**config.mk**
```make
export PLATFORM = sky130hd
export DESIGN_NAME = riscv_reset_sequencer
export DESIGN_NICKNAME = d
export VERILOG_FILES = /design/src/rtl/riscv_reset_sequencer.sv
export SDC_FILE = /design/constraint.sdc
export NUM_CORES = 1
export LEC_CHECK = 0
export BUFFER_PORTS_ARGS = -buffer_cell sky130_fd_sc_hd__clkbuf_2
export CORE_ASPECT_RATIO = 2
export CORE_MARGIN = 2
export CORE_UTILIZATION = 52
export CTS_CLUSTER_DIAMETER = 100
export DETAILED_ROUTE_END_ITERATION = 10
export PLACE_DENSITY = 0.73
export SETUP_SLACK_MARGIN = 0.05
export SLEW_MARGIN = 0
export SYNTH_ARGS = -nofsm -noshare
export SYNTH_HDL_FRONTEND = slang
export SYNTH_SLANG_ARGS = --single-unit
```
**constraint.sdc**
```tcl
create_clock -name clock -period 6.57 [get_ports clock]
set_input_delay 0.3285 -clock clock [delete_from_list [all_inputs] [get_ports clock]]
set_output_delay 0.3285 -clock clock [all_outputs]
set_load 0.02 [all_outputs]
```
**src/rtl/riscv_reset_sequencer.sv**
```systemverilog
// ---------------------------------------------------------------------------
// riscv_reset_sequencer
//
// Staged reset controller for the board top level. All reset domains are held
// in reset for HOLD_CYCLES. They are then released one at a time in index
// order, and each release waits until the previous domain reports ready. Any
// of the following re-runs the sequence from the start:
//   - a reset request,
//   - loss of ready on an already released domain,
//   - a domain that fails to become ready within TIMEOUT_CYCLES.
//
// Ports
//   clock         in   1           single clock
//   aresetn       in   1           asynchronous active-low reset
//   req_reset     in   1           synchronous request to re-run the sequence
//   stage_ready   in   NUM_STAGES  per-domain ready, asynchronous (3-flop sync)
//   stage_resetn  out  NUM_STAGES  per-domain active-low reset, registered
//   all_released  out  1           every domain released and ready (RUN)
//   busy          out  1           sequence in progress (not RUN)
//   cur_stage     out  3           index of the stage being waited on
//   timeout_err   out  1           sticky: some stage timed out since aresetn
// ---------------------------------------------------------------------------
module riscv_reset_sequencer #(
   parameter int NUM_STAGES     = 4,
   parameter int HOLD_CYCLES    = 16,
   parameter int TIMEOUT_CYCLES = 1024
) (
   input  logic                  clock,
   input  logic                  aresetn,
   input  logic                  req_reset,
   input  logic [NUM_STAGES-1:0] stage_ready,
   output logic [NUM_STAGES-1:0] stage_resetn,
   output logic                  all_released,
   output logic                  busy,
   output logic [2:0]            cur_stage,
   output logic                  timeout_err
);

   localparam int MAX_CNT = (HOLD_CYCLES > TIMEOUT_CYCLES) ? HOLD_CYCLES : TIMEOUT_CYCLES;
   localparam int CW      = $clog2(MAX_CNT) + 1;
   localparam int SW      = (NUM_STAGES > 1) ? $clog2(NUM_STAGES) : 1;

   typedef enum logic [1:0] {
      ST_ASSERT = 2'd0,
      ST_WAIT   = 2'd1,
      ST_RUN    = 2'd2
   } state_t;

   state_t                  state_q, state_d;
   logic [CW-1:0]           cnt_q, cnt_d;
   logic [SW-1:0]           cur_q, cur_d;
   logic [NUM_STAGES-1:0]   resetn_q, resetn_d;
   logic                    terr_q, terr_d;
   logic [NUM_STAGES-1:0]   sync1_q, sync2_q, rdy_q;
   logic [NUM_STAGES-1:0]   below_mask;
   logic                    ready_loss;
   logic                    abort;

   // State register, including the 3-flop ready synchronizer
   always_ff @(posedge clock or negedge aresetn) begin
      if (!aresetn) begin
         state_q  <= ST_ASSERT;
         cnt_q    <= '0;
         cur_q    <= '0;
         resetn_q <= '0;
         terr_q   <= 1'b0;
         sync1_q  <= '0;
         sync2_q  <= '0;
         rdy_q    <= '0;
      end else begin
         state_q  <= state_d;
         cnt_q    <= cnt_d;
         cur_q    <= cur_d;
         resetn_q <= resetn_d;
         terr_q   <= terr_d;
         sync1_q  <= stage_ready;
         sync2_q  <= sync1_q;
         rdy_q    <= sync2_q;
      end
   end

   // Stages below the current one are already released and must stay ready
   always_comb begin
      below_mask = '0;
      for (int j = 0; j < NUM_STAGES; j++) begin
         below_mask[j] = (j < int'(cur_q));
      end
   end

   always_comb begin
      ready_loss = 1'b0;
      if (state_q == ST_WAIT) begin
         ready_loss = |(~rdy_q & below_mask);
      end else if (state_q == ST_RUN) begin
         ready_loss = ~&rdy_q;
      end
   end

   // Next-state logic
   always_comb begin
      state_d  = state_q;
      cnt_d    = cnt_q;
      cur_d    = cur_q;
      resetn_d = resetn_q;
      terr_d   = terr_q;
      abort    = 1'b0;

      unique case (state_q)
         ST_ASSERT: begin
            if (req_reset) begin
               abort = 1'b1;
            end else if (cnt_q == CW'(HOLD_CYCLES - 1)) begin
               resetn_d = NUM_STAGES'(1);
               cnt_d    = '0;
               cur_d    = '0;
               state_d  = ST_WAIT;
            end else begin
               cnt_d = cnt_q + CW'(1);
            end
         end
         ST_WAIT: begin
            if (req_reset || ready_loss) begin
               abort = 1'b1;
            end else if (rdy_q[cur_q]) begin
               // Ready beats a timeout landing on the same edge
               cnt_d = '0;
               if (cur_q == SW'(NUM_STAGES - 1)) begin
                  state_d = ST_RUN;
               end else begin
                  // Released bits form a thermometer: shift in the next one
                  resetn_d = (resetn_q << 1) | NUM_STAGES'(1);
                  cur_d    = cur_q + SW'(1);
               end
            end else if (cnt_q == CW'(TIMEOUT_CYCLES - 1)) begin
               terr_d = 1'b1;
               abort  = 1'b1;
            end else begin
               cnt_d = cnt_q + CW'(1);
            end
         end
         ST_RUN: begin
            if (req_reset || ready_loss) begin
               abort = 1'b1;
            end
         end
         default: begin
            abort = 1'b1;
         end
      endcase

      // Every abort drops all domains together and restarts the hold count
      if (abort) begin
         state_d  = ST_ASSERT;
         resetn_d = '0;
         cnt_d    = '0;
         cur_d    = '0;
      end
   end

   // Outputs
   always_comb begin
      stage_resetn = resetn_q;
      all_released = (state_q == ST_RUN);
      busy         = (state_q != ST_RUN);
      cur_stage    = 3'(cur_q);
      timeout_err  = terr_q;
   end

endmodule

```
==> impl_metrics.tcl <==
set metrics [dict create \
    clk_path_buf_depth 2 \
    period_share_pct 35.9 \
    drive_gt1_share_pct 15.3 \
    io_pins 17 \
    hp-class "input pin to async pin" \
    overflow 0 \
    h-tree-depth 2 \
    maxSlewViolCount 0 \
    path_clk_slew_ns 0.06 \
    grt_use_total_pct 20.7 \
    cts_resized 0 \
    syn_area_per_cell_um2 10.7 \
    grt_pass1_wl_um 5060 \
    fin_hold_ws_ns 0.113 \
    postRouteAntennaNets 0 \
    leakage_nw 0.750 \
    ys_seq_area_share_pct 53.1 \
    async_flop_share_pct 100 \
    min_period_ns 2.36 \
    syn2layout_area_growth_pct 9.20 \
    synth_edf_count 0 \
    cts.sinks 32 \
    synth_nets 151 \
    finalSetupViolations 0 \
    cts_root_buffer "clkbuf_8" \
    path_max_fanout 12 \
    fp-row-count 27 \
    syn_inst 141 \
    cts_tree "done" \
    arrival_ns 2.51 \
    synthMuxAreaShare_pct 3.48 \
    core_mm2 0.00277 \
    status "completed" \
    cap_violations 0 \
    tightest_slew_ns 1.26 \
    dieArea_mm2 0.00337 \
    synthTopCellsByArea "dfrtp_1 53%, xnor2_1 4.1%, a32o_1 3.3%" \
    initial_core_util_pct 54.5 \
    synthFlopType "dfrtp_1" \
    first_global_vias 1135 \
    synthTopCellsByCount "32 x dfrtp_1, 13 x nor2_1, 12 x nand2_1, 7 x xnor2_1" \
    critPathKind "flip-flop to flip-flop" \
    hpwl_um 2270 \
    synth_adder_area_share_pct 2.49 \
    nets 167 \
    place_congestion 0.923 \
    die_y_um 80.2 \
    endpoint_kind "flip-flop" \
    clock.fmax_mhz 423 \
    synth.distinct_cells 40 \
    drtPass1Iterations 4 \
    netlist_area_mm2 0.00151 \
    slew-limit-headroom_pct 15.3 \
    numCtsBuffers 5 \
    synth_top_cell_by_area "dfrtp_1" \
    power_density_mw_per_mm2 216 \
    fin_util_pct 59.5 \
    hold_viol_final 0 \
    skew_ns 0.00742 \
    synth_compound_area_share_pct 10.4 \
    dr_total_vias 1091 \
    synth-simple-area-share_pct 21.6 \
    setup.worst_path.start_class "flip-flop" \
    route.detailed.drc 0 \
    clk_latency_ns 0.28 \
    postCtsHoldBufs 0 \
    cts_setup_buffers 0 \
    port_buffers 15 \
    ir_worst_vdd_mv 0.193 \
    drt_iter0_markers 33 \
    synth-seq-cells 32 \
    die_x_um 42.1 \
    worstPathRequired_ns 6.72 \
    synth_xor_area_share_pct 4.06 \
    finalWirelength_um 2900 \
    setup_tns_ns 0 \
    rsz0062_at_grt "no" \
    synth_top_family_by_area "simple AND/OR/NAND/NOR gates" \
    wl_per_cell_um 15.6 \
    synth_most_common_cell "dfrtp_1" \
    antenna_found_initial 0 \
    antennaDiodeCount 0 \
    synth-warning-count 0 \
    vias_per_cell 5.87 \
    reg2reg_depth 5 \
    yosysTopAreaCellShare_pct 53.1 \
    grt_max_degree 33 \
]
[worst paths after layout]
kind / from / to / slack (ns)
max in group asynchronous: aresetn / cnt_q[4] / 5.97
setup / recovery: state_q[0] / cnt_q[7] / 4.21
hold / removal: aresetn / rdy_q[2] / 0.11
hold reg to reg: sync2_q[3] / rdy_q[3] / 0.35
setup reg to reg: state_q[0] / cnt_q[7] / 4.21
min in group clock: stage_ready[3] / sync1_q[3] / 0.15
[per-stage QoR]
step | cell area, µm² | power [mW] | cells | setup WS (ns)
floorplan | 1510 | 0.217 | 141 | 4.32
global placement | 1570 | 0.223 | 179 | 4.30
detailed placement | 1570 | 0.225 | 179 | 4.26
CTS | 1650 | 0.360 | 186 | 4.26
global route | 1650 | 0.372 | 186 | 4.04
finish | 1650 | 0.355 | 186 | 4.21
[layout by cell type (no fill, tap or decap), types with 4 or more instances in the layout]
cell type and count:
a32o_1 5, clkbuf_2 15, clkbuf_8 5, dfrtp_1 32, inv_1 5, nand2_1 12
nand2b_1 6, nand3_1 5, nand4_1 4, nor2_1 13, nor3_1 6, xnor2_1 7
[cells by family (layout without fill, tap and decap cells)]
group,Yosys count,after routing
xor gates and xnor gates,7,7
AOI/OAI and AO/OA,21,21
DFF,32,32
adders and majority gates,3,3
and+or+nand+nor,62,62
muxes,4,4
other,1,1
buffers and inverters,11,27
[flip-flops by register name (all words and copies together), names as in the netlist]
signal,flops
sync1_q,4
sync2_q,4
cur_q,2
state_q,2
timeout_err,1
stage_resetn,4
rdy_q,4
cnt_q,11
[metal layers]
layer | global-route usage [%] | routed length, µm | vias to the layer above | part of all wire [%]
met3 | 4.72 | 86 | 10 | 3.0
met1 | 20.2 | 1030 | 528 | 35
met4 | 11.6 | 109 | 0 | 3.8
li1 | - | - | 529 | -
met5 | 0 | 0 | - | 0
met2 | 38.8 | 1680 | 24 | 58
[report_power, final]
part	switching [mW]	internal (mW)
clock	0.0628	0.0717
combinational	0.00970	0.00532
sequential	0.00345	0.202
total	0.0759	0.279
[critical path: stages, from the launching register on]
cell	delay, ns
dfrtp_1	0.46
nand2b_1	0.27
nor3_1	1.04
nor4_1	0.20
xnor2_1	0.20
nor2_1	0.06
[final cells by class]
type	instances	area (µm²)
Multi-Input combinational cell	98	639
Timing Repair Buffer	15	75.1
Clock inverter	1	5.00
Clock buffer	6	72.6
Sequential cell	32	801
Tap cell	29	36.3
Fill cell	259	1120
Inverter	5	18.8
Note: power is estimated with default switching activity, not from simulation.
